==> config.mk <==
export PLATFORM = sky130hd
export DESIGN_NAME = alsu_result_display_flat
export DESIGN_NICKNAME = d
export VERILOG_FILES = /design/src/rtl/alsu_disp_pkg.sv /design/src/rtl/alsu_result_display_if.sv /design/src/rtl/alsu_result_display_bin2bcd_seq.sv /design/src/rtl/alsu_result_display.sv /design/src/flat_wrapper.sv
export SDC_FILE = /design/constraint.sdc
export NUM_CORES = 1
export LEC_CHECK = 0
export CAP_MARGIN = 10
export CELL_PAD_IN_SITES_DETAIL_PLACEMENT = 0
export CELL_PAD_IN_SITES_GLOBAL_PLACEMENT = 1
export CORE_MARGIN = 4
export CORE_UTILIZATION = 47
export DETAILED_ROUTE_END_ITERATION = 12
export PLACE_DENSITY_LB_ADDON = 0.1
export SETUP_SLACK_MARGIN = 0.4
export SYNTH_ARGS = -nofsm -noshare
export SYNTH_HDL_FRONTEND = slang
export SYNTH_SLANG_ARGS = --single-unit
==> constraint.sdc <==
create_clock -name clk -period 3.7 [get_ports clk]
set_clock_uncertainty 0.1 [all_clocks]
set_input_delay 1.11 -clock clk [delete_from_list [all_inputs] [get_ports clk]]
set_output_delay 1.11 -clock clk [all_outputs]
set_load 0.02 [all_outputs]
==> src/rtl/alsu_disp_pkg.sv <==
// ---------------------------------------------------------------------------
// alsu_disp_pkg
// Shared definitions for the ALSU result display:
//   - conv_state_e : states of the sequential binary-to-BCD converter
//   - SEG_*        : active-low {g,f,e,d,c,b,a} segment patterns
//   - seg_decode() : 0..9 nibble to segment pattern (anything else is blank)
//   - DIGITS       : number of multiplexed display digits
// ---------------------------------------------------------------------------
package alsu_disp_pkg;

  localparam int DIGITS = 4;

  typedef enum logic [1:0] {
    ST_IDLE  = 2'd0,
    ST_SHIFT = 2'd1,
    ST_DONE  = 2'd2
  } conv_state_e;

  localparam logic [6:0] SEG_0     = 7'h40;
  localparam logic [6:0] SEG_1     = 7'h79;
  localparam logic [6:0] SEG_2     = 7'h24;
  localparam logic [6:0] SEG_3     = 7'h30;
  localparam logic [6:0] SEG_4     = 7'h19;
  localparam logic [6:0] SEG_5     = 7'h12;
  localparam logic [6:0] SEG_6     = 7'h02;
  localparam logic [6:0] SEG_7     = 7'h78;
  localparam logic [6:0] SEG_8     = 7'h00;
  localparam logic [6:0] SEG_9     = 7'h10;
  localparam logic [6:0] SEG_E     = 7'h06;
  localparam logic [6:0] SEG_R     = 7'h2F;
  localparam logic [6:0] SEG_BLANK = 7'h7F;

  function automatic logic [6:0] seg_decode(input logic [3:0] digit);
    logic [6:0] pattern;
    case (digit)
      4'd0:    pattern = SEG_0;
      4'd1:    pattern = SEG_1;
      4'd2:    pattern = SEG_2;
      4'd3:    pattern = SEG_3;
      4'd4:    pattern = SEG_4;
      4'd5:    pattern = SEG_5;
      4'd6:    pattern = SEG_6;
      4'd7:    pattern = SEG_7;
      4'd8:    pattern = SEG_8;
      4'd9:    pattern = SEG_9;
      default: pattern = SEG_BLANK;
    endcase
    return pattern;
  endfunction

endpackage

==> src/rtl/alsu_result_display_if.sv <==
// ---------------------------------------------------------------------------
// alsu_result_display_if
// Bundles the ALSU-facing inputs and the display-facing outputs.
//   alsu_out  [5:0]  ALSU result (unsigned)
//   alsu_leds [15:0] ALSU LED bus, nonzero = invalid-operation indication
//   seg       [6:0]  segment cathodes {g,f,e,d,c,b,a}, active-low
//   dp               decimal point, active-low
//   an        [3:0]  one-hot active-low anodes, an[0] = ones digit
//   bcd_out   [7:0]  last converted value {tens,ones}
//   busy             conversion in progress
//   err              registered (alsu_leds != 0)
//   dbg_state        converter FSM state, for observation only
// Modports: master = ALSU side / observer, slave = the display block.
//
// Result handshake: there is no valid/ready pair. busy rises on the edge
// that loads a new value and falls on the same edge that writes bcd_out,
// so a 1->0 transition of busy marks a freshly valid bcd_out. Inputs are
// sampled every cycle and never stalled; a change seen while busy is
// picked up by a fresh conversion right after the current one ends.
// ---------------------------------------------------------------------------
interface alsu_result_display_if;
  import alsu_disp_pkg::*;

  logic [5:0]  alsu_out;
  logic [15:0] alsu_leds;
  logic [6:0]  seg;
  logic        dp;
  logic [3:0]  an;
  logic [7:0]  bcd_out;
  logic        busy;
  logic        err;
  conv_state_e dbg_state;

  modport master (
    output alsu_out, alsu_leds,
    input  seg, dp, an, bcd_out, busy, err, dbg_state
  );

  modport slave (
    input  alsu_out, alsu_leds,
    output seg, dp, an, bcd_out, busy, err, dbg_state
  );

endinterface

==> src/rtl/alsu_result_display_bin2bcd_seq.sv <==
// ---------------------------------------------------------------------------
// bin2bcd_seq
// Sequential double-dabble converter, 6-bit binary to 2-digit BCD.
//   clk, rst     clock, asynchronous active-low reset
//   start        request; accepted only in IDLE
//   in_val [5:0] value loaded when start is accepted
//   busy         high from load edge until the edge that writes bcd
//   bcd    [7:0] last completed conversion {tens,ones}
//   state        current FSM state (debug)
// Sequence: IDLE -> SHIFT (6 cycles) -> DONE -> IDLE.
// ---------------------------------------------------------------------------
module bin2bcd_seq
  import alsu_disp_pkg::*;
(
  input  logic        clk,
  input  logic        rst,
  input  logic        start,
  input  logic [5:0]  in_val,
  output logic        busy,
  output logic [7:0]  bcd,
  output conv_state_e state
);

  // {tens[13:10], ones[9:6], binary[5:0]}
  conv_state_e state_q, state_d;
  logic [13:0] sr_q, sr_d;
  logic [2:0]  cnt_q, cnt_d;
  logic        busy_q, busy_d;
  logic [7:0]  bcd_q, bcd_d;
  logic [13:0] sr_adj;

  // Nibble correction applied before each shift so no digit exceeds 9.
  always_comb begin
    sr_adj = sr_q;
    if (sr_q[13:10] >= 4'd5) sr_adj[13:10] = sr_q[13:10] + 4'd3;
    if (sr_q[9:6]   >= 4'd5) sr_adj[9:6]   = sr_q[9:6]   + 4'd3;
  end

  always_comb begin
    state_d = state_q;
    sr_d    = sr_q;
    cnt_d   = cnt_q;
    busy_d  = busy_q;
    bcd_d   = bcd_q;
    case (state_q)
      ST_IDLE: begin
        if (start) begin
          sr_d    = {8'b0, in_val};
          cnt_d   = 3'd0;
          busy_d  = 1'b1;
          state_d = ST_SHIFT;
        end
      end
      ST_SHIFT: begin
        sr_d  = {sr_adj[12:0], 1'b0};
        cnt_d = cnt_q + 3'd1;
        if (cnt_q == 3'd5) state_d = ST_DONE;
      end
      ST_DONE: begin
        bcd_d   = sr_q[13:6];
        busy_d  = 1'b0;
        state_d = ST_IDLE;
      end
      default: begin
        busy_d  = 1'b0;
        state_d = ST_IDLE;
      end
    endcase
  end

  always_ff @(posedge clk or negedge rst) begin
    if (!rst) begin
      state_q <= ST_IDLE;
      sr_q    <= 14'd0;
      cnt_q   <= 3'd0;
      busy_q  <= 1'b0;
      bcd_q   <= 8'd0;
    end else begin
      state_q <= state_d;
      sr_q    <= sr_d;
      cnt_q   <= cnt_d;
      busy_q  <= busy_d;
      bcd_q   <= bcd_d;
    end
  end

  assign busy  = busy_q;
  assign bcd   = bcd_q;
  assign state = state_q;

endmodule

==> src/rtl/alsu_result_display.sv <==
// ---------------------------------------------------------------------------
// alsu_result_display
// Samples the ALSU result and LED bus, converts the result to BCD with a
// sequential converter and drives a 4-digit multiplexed 7-segment display.
// A nonzero LED bus shows "Err" instead of the value.
// Parameters:
//   REFRESH_DIV  cycles each digit stays active (>= 1)
// Ports:
//   clk   system clock
//   rst   asynchronous active-low reset
//   bus   alsu_result_display_if.slave (alsu_out, alsu_leds in;
//         seg, dp, an, bcd_out, busy, err, dbg_state out)
// Build option:
//   DISP_LEADING_ZERO_BLANK_EN  when defined, a zero tens digit is blanked.
// ---------------------------------------------------------------------------
module alsu_result_display
  import alsu_disp_pkg::*;
#(
  parameter logic [15:0] REFRESH_DIV = 16'd50000
) (
  input logic                   clk,
  input logic                   rst,
  alsu_result_display_if.slave  bus
);

  localparam logic [15:0] CNT_MAX = REFRESH_DIV - 16'd1;

  logic [5:0]        in_q, in_d;
  logic              err_q, err_d;
  logic [5:0]        last_val_q, last_val_d;
  logic [15:0]       cnt_q, cnt_d;
  logic [1:0]        idx_q, idx_d;
  logic [6:0]        seg_q, seg_d;
  logic [DIGITS-1:0] an_q, an_d;
  logic              dp_q, dp_d;

  logic              conv_start;
  logic              conv_busy;
  logic [7:0]        conv_bcd;
  conv_state_e       conv_state;
  logic [6:0]        tens_seg;

  // Any difference from the last loaded value requests a conversion; the
  // converter only takes it in IDLE, so a change during a conversion is
  // served right after it completes.
  assign conv_start = (in_q != last_val_q);

  bin2bcd_seq u_bin2bcd (
    .clk    (clk),
    .rst    (rst),
    .start  (conv_start),
    .in_val (in_q),
    .busy   (conv_busy),
    .bcd    (conv_bcd),
    .state  (conv_state)
  );

  always_comb begin
    in_d       = bus.alsu_out;
    err_d      = |bus.alsu_leds;
    last_val_d = last_val_q;
    if (conv_start && conv_state == ST_IDLE) last_val_d = in_q;
  end

  always_comb begin
`ifdef DISP_LEADING_ZERO_BLANK_EN
    tens_seg = (conv_bcd[7:4] == 4'd0) ? SEG_BLANK : seg_decode(conv_bcd[7:4]);
`else
    tens_seg = seg_decode(conv_bcd[7:4]);
`endif
  end

  always_comb begin
    cnt_d = cnt_q + 16'd1;
    idx_d = idx_q;
    if (cnt_q >= CNT_MAX) begin
      cnt_d = 16'd0;
      idx_d = idx_q + 2'd1;
    end

    case (idx_q)
      2'd0:    seg_d = err_q ? SEG_BLANK : seg_decode(conv_bcd[3:0]);
      2'd1:    seg_d = err_q ? SEG_R     : tens_seg;
      2'd2:    seg_d = err_q ? SEG_R     : SEG_BLANK;
      default: seg_d = err_q ? SEG_E     : SEG_BLANK;
    endcase

    an_d = ~(4'b0001 << idx_q);
    // Decimal point on the ones digit doubles as a "converting" indicator.
    dp_d = ~(conv_busy && (idx_q == 2'd0));
  end

  always_ff @(posedge clk or negedge rst) begin
    if (!rst) begin
      in_q       <= 6'd0;
      err_q      <= 1'b0;
      last_val_q <= 6'd0;
      cnt_q      <= 16'd0;
      idx_q      <= 2'd0;
      seg_q      <= SEG_BLANK;
      an_q       <= 4'hF;
      dp_q       <= 1'b1;
    end else begin
      in_q       <= in_d;
      err_q      <= err_d;
      last_val_q <= last_val_d;
      cnt_q      <= cnt_d;
      idx_q      <= idx_d;
      seg_q      <= seg_d;
      an_q       <= an_d;
      dp_q       <= dp_d;
    end
  end

  assign bus.seg       = seg_q;
  assign bus.an        = an_q;
  assign bus.dp        = dp_q;
  assign bus.bcd_out   = conv_bcd;
  assign bus.busy      = conv_busy;
  assign bus.err       = err_q;
  assign bus.dbg_state = conv_state;

endmodule

==> src/flat_wrapper.sv <==
// flat-port wrapper written by rule: the top's interface ports become plain ports
module alsu_result_display_flat import alsu_disp_pkg::*;
#(
  parameter logic [15:0] REFRESH_DIV = 16'd50000
)
  (clk, rst, bus_alsu_out, bus_alsu_leds, bus_seg, bus_dp, bus_an, bus_bcd_out, bus_busy, bus_err, bus_dbg_state);
  alsu_result_display_if bus_i ();
  input logic clk;
  input logic rst;
  input wire logic [$bits(bus_i.alsu_out)-1:0] bus_alsu_out;
  input wire logic [$bits(bus_i.alsu_leds)-1:0] bus_alsu_leds;
  output wire logic [$bits(bus_i.seg)-1:0] bus_seg;
  output wire logic [$bits(bus_i.dp)-1:0] bus_dp;
  output wire logic [$bits(bus_i.an)-1:0] bus_an;
  output wire logic [$bits(bus_i.bcd_out)-1:0] bus_bcd_out;
  output wire logic [$bits(bus_i.busy)-1:0] bus_busy;
  output wire logic [$bits(bus_i.err)-1:0] bus_err;
  output wire logic [$bits(bus_i.dbg_state)-1:0] bus_dbg_state;
  assign bus_i.alsu_out = bus_alsu_out;
  assign bus_i.alsu_leds = bus_alsu_leds;
  assign bus_seg = bus_i.seg;
  assign bus_dp = bus_i.dp;
  assign bus_an = bus_i.an;
  assign bus_bcd_out = bus_i.bcd_out;
  assign bus_busy = bus_i.busy;
  assign bus_err = bus_i.err;
  assign bus_dbg_state = bus_i.dbg_state;
  alsu_result_display #(.REFRESH_DIV(REFRESH_DIV)) u_core (.clk(clk), .rst(rst), .bus(bus_i));
endmodule
Word-level counts from Yosys, hierarchy flattened
Memory sizes are Yosys's and may differ from the RTL's. Index checks and enable logic that the tools add are counted.

Flip-flop bits (word level): 71. ROM bits: 224. Bits of input ports: 24. Word-level logic and storage cells: 61. Memories kept: 2.

Memories: (name not given) (depth 16, bits a word 7, read ports 1, clocked after memory_dff 0, wr ports 0, RTL line alsu_disp_pkg.sv:35) `case (digit)`; (name not given) (depth 16, bits a word 7, read ports 1, clocked after memory_dff 0, wr ports 0, RTL line alsu_disp_pkg.sv:35).

Add/sub/neg operators: 5. $lt $le $gt $ge: 3. Eq/ne operators: 8. Shift operators: 1. Multiplexer cells: 17. Bitwise logic cells: 3. Reductions and logical operators: 9.

Operators with widths (count): $mux 7 (4); $pmux 14 s2 (1); $pmux 7 s3 (1); $add 16x1->16 const B (1); $ge 16x16->1 const B (1); $mux 16 (1); $reduce_or 16->1 (1); $mux 14 (1); $ge 4x3->1 const B (2); $mux 3 (2); $ne 6x6->1 (1); $pmux 3 s2 (1); $reduce_and 2->1 (3); $add 4x2->4 const B (1); $eq 2x1->1 const B (2); $eq 2x2->1 const B (2); $logic_not 2->1 (2); $mux 2 (2); $mux 4 (1); $not 4->4 (1); $pmux 2 s2 (1); $shl 1x2->4 const A (1); $add 3x1->3 const B (1); $add 3x2->3 const B (1); other kinds (9) (11).

Longest topological paths before layout
Gate-level depths: netlist of the first run.

Word-level depth: 3. Depth in mapped cells: 6.

Hierarchy
Synthesis of the first run repeated with hierarchy kept, for this count alone.

Cell total of the unflattened synthesis: 356. Area total of the unflattened synthesis: 3641.0 sq um.

By module, submodules not included: alsu_result_display (instances 1, cells each 222, area an instance 2302.2 sq um); bin2bcd_seq (instances 1, cells each 134, area an instance 1338.8 sq um).

Least setup slack after synthesis of the first run
OpenSTA, ideal clock, no wires.

Kind: reg2reg. Start point: register u_core.cnt_q[0]. End point: register u_core.idx_q[1]. Setup time: 0.125 ns. Arrival: 1.614 ns. Data required time: 3.475 ns. Setup slack: 1.861 ns. Stages on the path, launching flop included: 6. Path buffers: 0. Cells stage by stage: dfrtp_1 ha_1 nand3_1 nor3b_1 o21ai_1 mux2_2.

Word-level cells in the longest chain between the ends: 1.

RTL lines: from (decl) (RTL line alsu_result_display.sv:31) `logic [15:0] cnt_q, cnt_d;`; from (signal assigned) (RTL line alsu_result_display.sv:107) `cnt_q <= cnt_d;`; $ge 16x16->1 (RTL line alsu_result_display.sv:76) `if (cnt_q >= CNT_MAX) begin`; to (signal assigned) (RTL line alsu_result_display.sv:108) `idx_q <= idx_d;`; to (decl) (RTL line alsu_result_display.sv:32) `logic [1:0] idx_q, idx_d;`.

No other way between the ends. A chain may end at the register's enable or synchronous reset.

Final worst setup path of the first run
Start point: register u_core.u_bin2bcd.state_q[1], in the netlist u_core.u_bin2bcd.state[1]. End point: output bus_dbg_state[1].

RTL lines: from (decl) (RTL line alsu_result_display_bin2bcd_seq.sv:25) `conv_state_e state_q, state_d;`; from (signal assigned) (RTL line alsu_result_display_bin2bcd_seq.sv:79) `state_q <= state_d;`; to (decl) (RTL line flat_wrapper.sv:18) `output wire logic [$bits(bus_i.dbg_state)-1:0] bus_dbg_state;`.

No word-level cell between the ends.

==> results by group, run 1 <==
Worst setup path
  • Sort of element at the end of the critical path: primary output
  • End point of the critical path: bus_dbg_state[1]
  • Start of the worst register-to-register path: u_core.in_q[3]$_DFF_PN0_
  • Count of buffering cells on the critical path with inverters included: 1
  • Critical path, cell by cell: clkdlybuf4s50_1
  • CP startpoint: u_core.u_bin2bcd.state[1]$_DFFE_PN0P_
  • Family of cells with the greatest summed delay on the critical path: buffers and inverters
  • Reg-to-Reg End: u_core.u_bin2bcd.sr_q[12]$_DFFE_PN0P_
  • Worst endpoint data arrival time: 1.64 ns
  • Critical Setup Path Class: flip-flop to primary output
  • Worst Setup Start Kind: flip-flop
  • Cell count along the critical path: 1
  • CP max FO: 13
  • Setup slack on the worst flop-to-flop path: 1.43 ns
  • Endpoint required time on the critical path: 2.49 ns
  • Critical-path top delay cell: sky130_fd_sc_hd__clkdlybuf4s50_1
  • Worst-case reg-to-reg path depth: 4
  • Critical path's largest stage delay: 0.69 ns

Run status
  • Result of the run: finished clean

Timing
  • Number of max-slew violations in the final report: 0
  • Worst Slack Setup Final: 0.852 ns
  • Setup TNS after final layout: 0 ns
  • Highest attainable clock frequency: 0.351 GHz
  • Worst Tran Pin Value: 1.02 ns
  • Final critical-path required period: approximately 2.8 ns
  • Final setup fails: 0
  • Unrepaired setup endpoints after global routing: no
  • Final Cycle Share: approximately three quarters
  • Tightest slew margin relative to the limit: 31.9%
  • Hold Violations, Final: 0

Logic synthesis
  • Area share of the largest cell type after synthesis: about two fifths
  • Most used flip-flop cell after synthesis: sky130_fd_sc_hd__dfrtp_1
  • Post-Synthesis Cells: 365
  • Number of warnings printed during yosys synthesis: 0
  • Sequential-to-total area share from yosys stat: between 40% and 50%
  • Fraction of synthesis flops using an asynchronous set or reset pin: between 90% and 100%
  • Synth top area cells: sky130_fd_sc_hd__dfrtp_1, sky130_fd_sc_hd__dfstp_2, sky130_fd_sc_hd__ha_1
  • Synthesized Nets: 412
  • Unique cell type count in the Yosys netlist: 48
  • Flops & latches, synth: 71
  • EDFF count, synth: 0
  • Netlist area before placement: ~3700 µm²
  • Area leader, netlist: sky130_fd_sc_hd__dfrtp_1
  • Post-synthesis area per instance: 10.3 µm²

Run
  • MaxCap Viol Count: 0

Clock tree
  • Number of buffers created by CTS: 9
  • CTS tree: yes
  • Clock latency reported for the late side of the worst-skew pair: between 0.3 and 0.4 ns
  • Number of gates resized after cts: 0
  • Post-CTS Setup Inserts: 0
  • Sink count of the clock tree: 71
  • H-Tree Depth: 3
  • Post-CTS Hold Fix Bufs: 0
  • Max Root-Sink Buffers: 2
  • Root buf cell: sky130_fd_sc_hd__clkbuf_8
  • Register clock-pin slew on the reported worst setup and hold paths: 0.08 ns

Floorplanning
  • Standard-cell row count: 32
  • Die width: 97.2 µm
  • Top Ports: 48
  • Initial standard-cell utilization of the core: around half
  • Vertical die dimension: 97.2 µm
  • Area of the die: 9450 µm²
  • Area of the core: 7730 µm²

Cells and area
  • Layout cell share with drive strength beyond 1: between 10 and 15%
  • NumNets Final: 458
  • Ant. Diodes: 0
  • Most frequent cells in the layout: sky130_fd_sc_hd__dfrtp_1, sky130_fd_sc_hd__clkdlybuf4s50_1, sky130_fd_sc_hd__nand2_1
  • Post-route insts no fill: 518
  • Leading cell type in the layout, fill and taps excluded: sky130_fd_sc_hd__dfrtp_1
  • Layout overhead on the synthesized area: 21.5%
  • Final core occ: 58.8%

Power and ir drop
  • Logic pwr share: 35.5%
  • Total power of the final layout: 0.00299 W
  • Relative contribution of sequential cells to total power: 39.1%
  • Switching share of power: 36.0%
  • Highest ir drop seen on vdd: ~0.42 mV
  • Leakage: roughly 1.9 nW
  • Clock Power Share: 25.3%
  • Power density of the placed cells: 657 nW/µm²
  • Reported net switching power: 0.00107 W
  • Internal cell power: 0.00191 W

Drt
  • Number of DRC violations after detailed-routing iteration 0: 103
  • DR vias/cell: 5.44
  • Post-detailed-route DRC marker count: 0
  • Routed length per instance: 14.7 µm
  • Final ANT Viol Nets: 0
  • Total routed wirelength: around 7600 µm
  • Via Count: roughly 2800
  • First-pass DRT Iterations: 4

Global route
  • Overall global routing resource usage: 17.3%
  • Largest net degree at the start of global routing: 35
  • Vias in the first global route: 2835
  • Wire length of the first global-routing pass: ~14000 µm
  • GR Layer Usage met2: between 20% and 30%
  • Met3 Track Usage GR: 4.09%
  • Number of antenna violations at the first check in global routing: 0
  • Total gr overflow: 0
  • M1 GR Usage: 23.4%
  • Busiest layer in global routing: met2

Placement
  • Final estimated routing congestion in global placement: 0.897
  • Number of cells in the design after placement: 502
  • Count of buffers inserted at the top-level ports: 47
  • Worst Setup Slack post-DPL: 1.22 ns
  • Estimated wirelength of the detail-placed design: between 5000 and 6000 µm

Hold path
  • Min-delay worst type: flip-flop to flip-flop
-- cell usage after synthesis, drive strengths merged (2+ instances only) --
| cell | number |
|---|---|
| dfrtp | 59 |
| nand2 | 33 |
| nor2 | 29 |
| ha | 23 |
| inv | 22 |
| o21ai | 18 |
| nand3 | 14 |
| xnor2 | 14 |
| clkbuf | 12 |
| dfstp | 12 |
| mux2 | 11 |
| o211ai | 9 |
| xor2 | 9 |
| nand4 | 8 |
| a22o | 7 |
| a32oi | 7 |
| nor4 | 7 |
| a21oi | 6 |
| a31oi | 6 |
| nand2b | 6 |
| nor2b | 6 |
| o41a | 5 |
| buf | 4 |
| mux2i | 4 |
| and3 | 3 |
| and4 | 3 |
| nor3 | 3 |
| o32ai | 3 |
| a211oi | 2 |
| a221oi | 2 |
| and2 | 2 |
| or4 | 2 |
-- power by group through the flow --
stage               combinational [W]  sequential (W)  clock, W
finish                        0.00106         0.00117  0.000757
global route                  0.00121         0.00121  0.000816
CTS                           0.00108         0.00117  0.000778
detailed placement            0.00107         0.00119         0
global placement              0.00106         0.00118         0
floorplan                    0.000758         0.00117         0
-- state kept, by name, indices dropped and copies added (netlist names), 2 cells and up --
register	flops
u_core.cnt_q	16
u_core.u_bin2bcd.sr_q	14
u_core.u_bin2bcd.bcd	8
u_core.bus.seg	7
u_core.in_q	6
u_core.last_val_q	6
u_core.bus.an	4
u_core.u_bin2bcd.cnt_q	3
u_core.idx_q	2
u_core.u_bin2bcd.state	2
-- kinds of logic after synthesis --
logic type	count (synthesis)	share of synthesized area, %
flip-flops	71	47.9
AO/OA/AOI/OAI	74	14.9
buffers and inverters	39	4.05
multiplexers	15	4.38
AND/OR/NAND/NOR	120	15.7
XOR/XNOR	23	5.38
adder cells (fa/ha/maj)	23	7.69
-- worst min path at each step --
stage                                      start                         to  slack (ns)  cells past startpoint
2_1_floorplan          u_core.cnt_q[0]$_DFF_PN0_  u_core.cnt_q[0]$_DFF_PN0_        0.37                      1
3_3_place_gp   u_core.u_bin2bcd.busy$_DFFE_PN0P_    u_core.bus.dp$_DFF_PN1_        0.36                      1
3_5_place_dp   u_core.u_bin2bcd.busy$_DFFE_PN0P_    u_core.bus.dp$_DFF_PN1_        0.36                      1
4_1_cts        u_core.u_bin2bcd.busy$_DFFE_PN0P_    u_core.bus.dp$_DFF_PN1_        0.37                      1
5_1_grt        u_core.u_bin2bcd.busy$_DFFE_PN0P_    u_core.bus.dp$_DFF_PN1_        0.40                      1
6_report       u_core.u_bin2bcd.busy$_DFFE_PN0P_    u_core.bus.dp$_DFF_PN1_        0.35                      1
-- area by class of cell --
type / count / area, µm²
Fill cell: 675 / 3180
Multi-Input combinational cell: 255 / 1800
Sequential cell: 71 / 1790
Timing Repair Buffer: 51 / 495
Clock buffer: 10 / 138
Tap cell: 102 / 128
Clock inverter: 6 / 108
Inverter: 23 / 86.3
-- per-stage QoR --
stage / hold slack (ns) / cell area, µm²
2_1_floorplan: 0.369 / 3740
3_3_place_gp: 0.361 / 4300
3_5_place_dp: 0.363 / 4300
4_1_cts: 0.368 / 4550
5_1_grt: 0.398 / 4550
6_report: 0.353 / 4550
-- layer usage --
metal  share of wire, %  vias to the layer above
met5                  0                        -
met4                1.1                        0
met3                4.3                        6
met2                 48                       52
met1                 47                     1370
li1                   -                     1392
No activity file was read; power rests on OpenSTA's default activity.
==> inputs of run 2 (changes only) <==
--- a/config.mk
+++ b/config.mk
@@ -9,7 +9,7 @@
 export CELL_PAD_IN_SITES_DETAIL_PLACEMENT = 0
 export CELL_PAD_IN_SITES_GLOBAL_PLACEMENT = 1
 export CORE_MARGIN = 4
-export CORE_UTILIZATION = 47
+export CORE_UTILIZATION = 39
 export DETAILED_ROUTE_END_ITERATION = 12
 export PLACE_DENSITY_LB_ADDON = 0.1
 export SETUP_SLACK_MARGIN = 0.4
==> constraint.sdc (replaced) <==
create_clock -name clk -period 2.6 [get_ports clk]
set_clock_uncertainty 0.1 [all_clocks]
set_input_delay 0.78 -clock clk [delete_from_list [all_inputs] [get_ports clk]]
set_output_delay 0.78 -clock clk [all_outputs]
set_load 0.02 [all_outputs]
==> results by group, run 2 (same netlist as run 1, synthesis figures left out) <==
Cells and area
  • Number of flip-flops under the largest register name: 16
  • Most frequent cells in the layout: sky130_fd_sc_hd__dfrtp_1, sky130_fd_sc_hd__nand2_1, sky130_fd_sc_hd__nor2_1
  • Ant. Diodes: 0
  • Leading cell type in the layout, fill and taps excluded: sky130_fd_sc_hd__dfrtp_1
  • Most flops, register: u_core.cnt_q
  • Layout cell share with drive strength beyond 1: 13.0%
  • Layout overhead on the synthesized area: 22.2%
  • Final core occ: 49.3%
  • NumNets Final: around 470
  • Filler cell count in the final layout: 920

Worst setup path
  • Count of buffering cells on the critical path with inverters included: 1
  • CP max FO: 9
  • Critical path's largest stage delay: 0.50 ns
  • Reg-to-Reg End: u_core.u_bin2bcd.sr_q[2]$_DFFE_PN0P_
  • Critical-path top delay cell: sky130_fd_sc_hd__dfrtp_1
  • Sort of element at the end of the critical path: primary output
  • Worst Setup Start Kind: flip-flop
  • Setup slack on the worst flop-to-flop path: 0.63 ns
  • Critical Setup Path Class: flip-flop to primary output
  • Start of the worst register-to-register path: u_core.in_q[1]$_DFF_PN0_
  • Endpoint required time on the critical path: 1.72 ns
  • Cell count along the critical path: 1
  • Critical path, cell by cell: dlygate4sd2_1
  • Worst endpoint data arrival time: ~1.2 ns
  • Worst-case reg-to-reg path depth: 5
  • CP startpoint: u_core.u_bin2bcd.bcd[3]$_DFFE_PN0N_
  • Family of cells with the greatest summed delay on the critical path: flip-flops

Floorplanning
  • Area of the die: 11200 µm²
  • Initial standard-cell utilization of the core: slightly above 40%
  • Top Ports: 48
  • Standard-cell row count: 35
  • Area of the core: between 9000 and 10000 µm²
  • Die width: roughly 110 µm
  • Vertical die dimension: 106 µm

Run
  • MaxCap Viol Count: 0

Clock tree
  • Max Root-Sink Buffers: 2
  • Root buf cell: sky130_fd_sc_hd__clkbuf_8
  • Sink count of the clock tree: 71
  • Number of buffers created by CTS: 9
  • Clock latency reported for the late side of the worst-skew pair: about 0.34 ns
  • CTS tree: yes
  • Register clock-pin slew on the reported worst setup and hold paths: 0.07 ns
  • Post-CTS Hold Fix Bufs: 0
  • H-Tree Depth: 3

Timing
  • Unrepaired setup endpoints after global routing: no
  • Final Cycle Share: 81.0%
  • Final critical-path required period: ~2.1 ns
  • Setup TNS after final layout: 0 ns
  • Worst Slack Setup Final: 0.495 ns
  • Tightest slew margin relative to the limit: 67.3%
  • Highest attainable clock frequency: 0.475 GHz
  • Number of max-slew violations in the final report: 0
  • Worst Tran Pin Value: 0.484 ns
  • Hold Violations, Final: 0
  • Final setup fails: 0
  • Worst Hold Margin: roughly 0.33 ns

Drt
  • First-pass DRT Iterations: 4
  • Final ANT Viol Nets: 0
  • DR vias/cell: 5.15
  • Number of DRC violations after detailed-routing iteration 0: between 100 and 150
  • Post-detailed-route DRC marker count: 0
  • Routed length per instance: 14.4 µm
  • Total routed wirelength: approximately 7900 µm
  • Via Count: between 2000 and 3000

Hold path
  • Min-delay worst type: primary input to asynchronous set/reset pin

Power and ir drop
  • Leakage: 1.98 nW
  • Highest ir drop seen on vdd: 0.492 mV
  • Power density of the placed cells: 884 nW/µm²
  • Total power of the final layout: 0.00404 W

Global route
  • Vias in the first global route: between 2000 and 3000
  • Number of antenna violations at the first check in global routing: 0
  • Overall global routing resource usage: 14.7%
  • Total gr overflow: 0
  • Wire length of the first global-routing pass: 13300 µm
  • Largest net degree at the start of global routing: 45

Placement
  • Count of buffers inserted at the top-level ports: 47
  • Final estimated routing congestion in global placement: about 0.83
  • Worst Setup Slack post-DPL: 0.503 ns
  • Estimated wirelength of the detail-placed design: 5650 µm

Run status
  • Result of the run: finished clean
==> run 2: worst max path at each step <==
stage	slack, ns	end
6_report	0.50	bus_bcd_out[3]
5_1_grt	0.41	bus_bcd_out[7]
4_1_cts	0.23	bus_dbg_state[0]
3_5_place_dp	0.50	u_core.u_bin2bcd.sr_q[7]$_DFFE_PN0P_
3_3_place_gp	0.52	bus_bcd_out[2]
2_1_floorplan	0.76	u_core.idx_q[1]$_DFFE_PN0P_
==> run 2: final cells by class <==
type                       instances  area [µm²]  area share (%)
timing repair buffer              59         546            11.9
clock buffer                      13         169            3.69
tap                              129         161            3.53
inverter                          23        86.3            1.89
multi-input combinational        255        1800            39.3
sequential                        71        1790            39.2
clock inverter                     3        17.5           0.383
==> run 2: layer usage <==
layer | vias to the layer above | GRT usage [%] | part of all wire [%]
li1 | 1407 | - | -
met1 | 1381 | 20.3 | 48
met2 | 49 | 23.3 | 46
met3 | 11 | 2.49 | 3.5
met4 | 0 | 5.55 | 1.7
met5 | - | 0 | 0
==> run 2: repair_timing <==
action | 4_1_cts | 5_1_grt
pin swaps | 0 | 1
gates resized for setup | 24 | 2
setup endpoints to repair | 23 | 10
setup buffers | 0 | 2
==> run 2: per-stage QoR <==
step / std cells / cell area, µm²
after global routing: 553 / 4570
after detailed placement: 535 / 4390
after floorplan: 365 / 3740
after global placement: 535 / 4390
after CTS: 551 / 4550
final: 553 / 4570
==> run 2: power breakdown <==
part           total (W)  switching, W  internal [W]
sequential       0.00165      0.000286       0.00137
clock           0.000833      0.000410      0.000422
combinational    0.00156      0.000846      0.000714
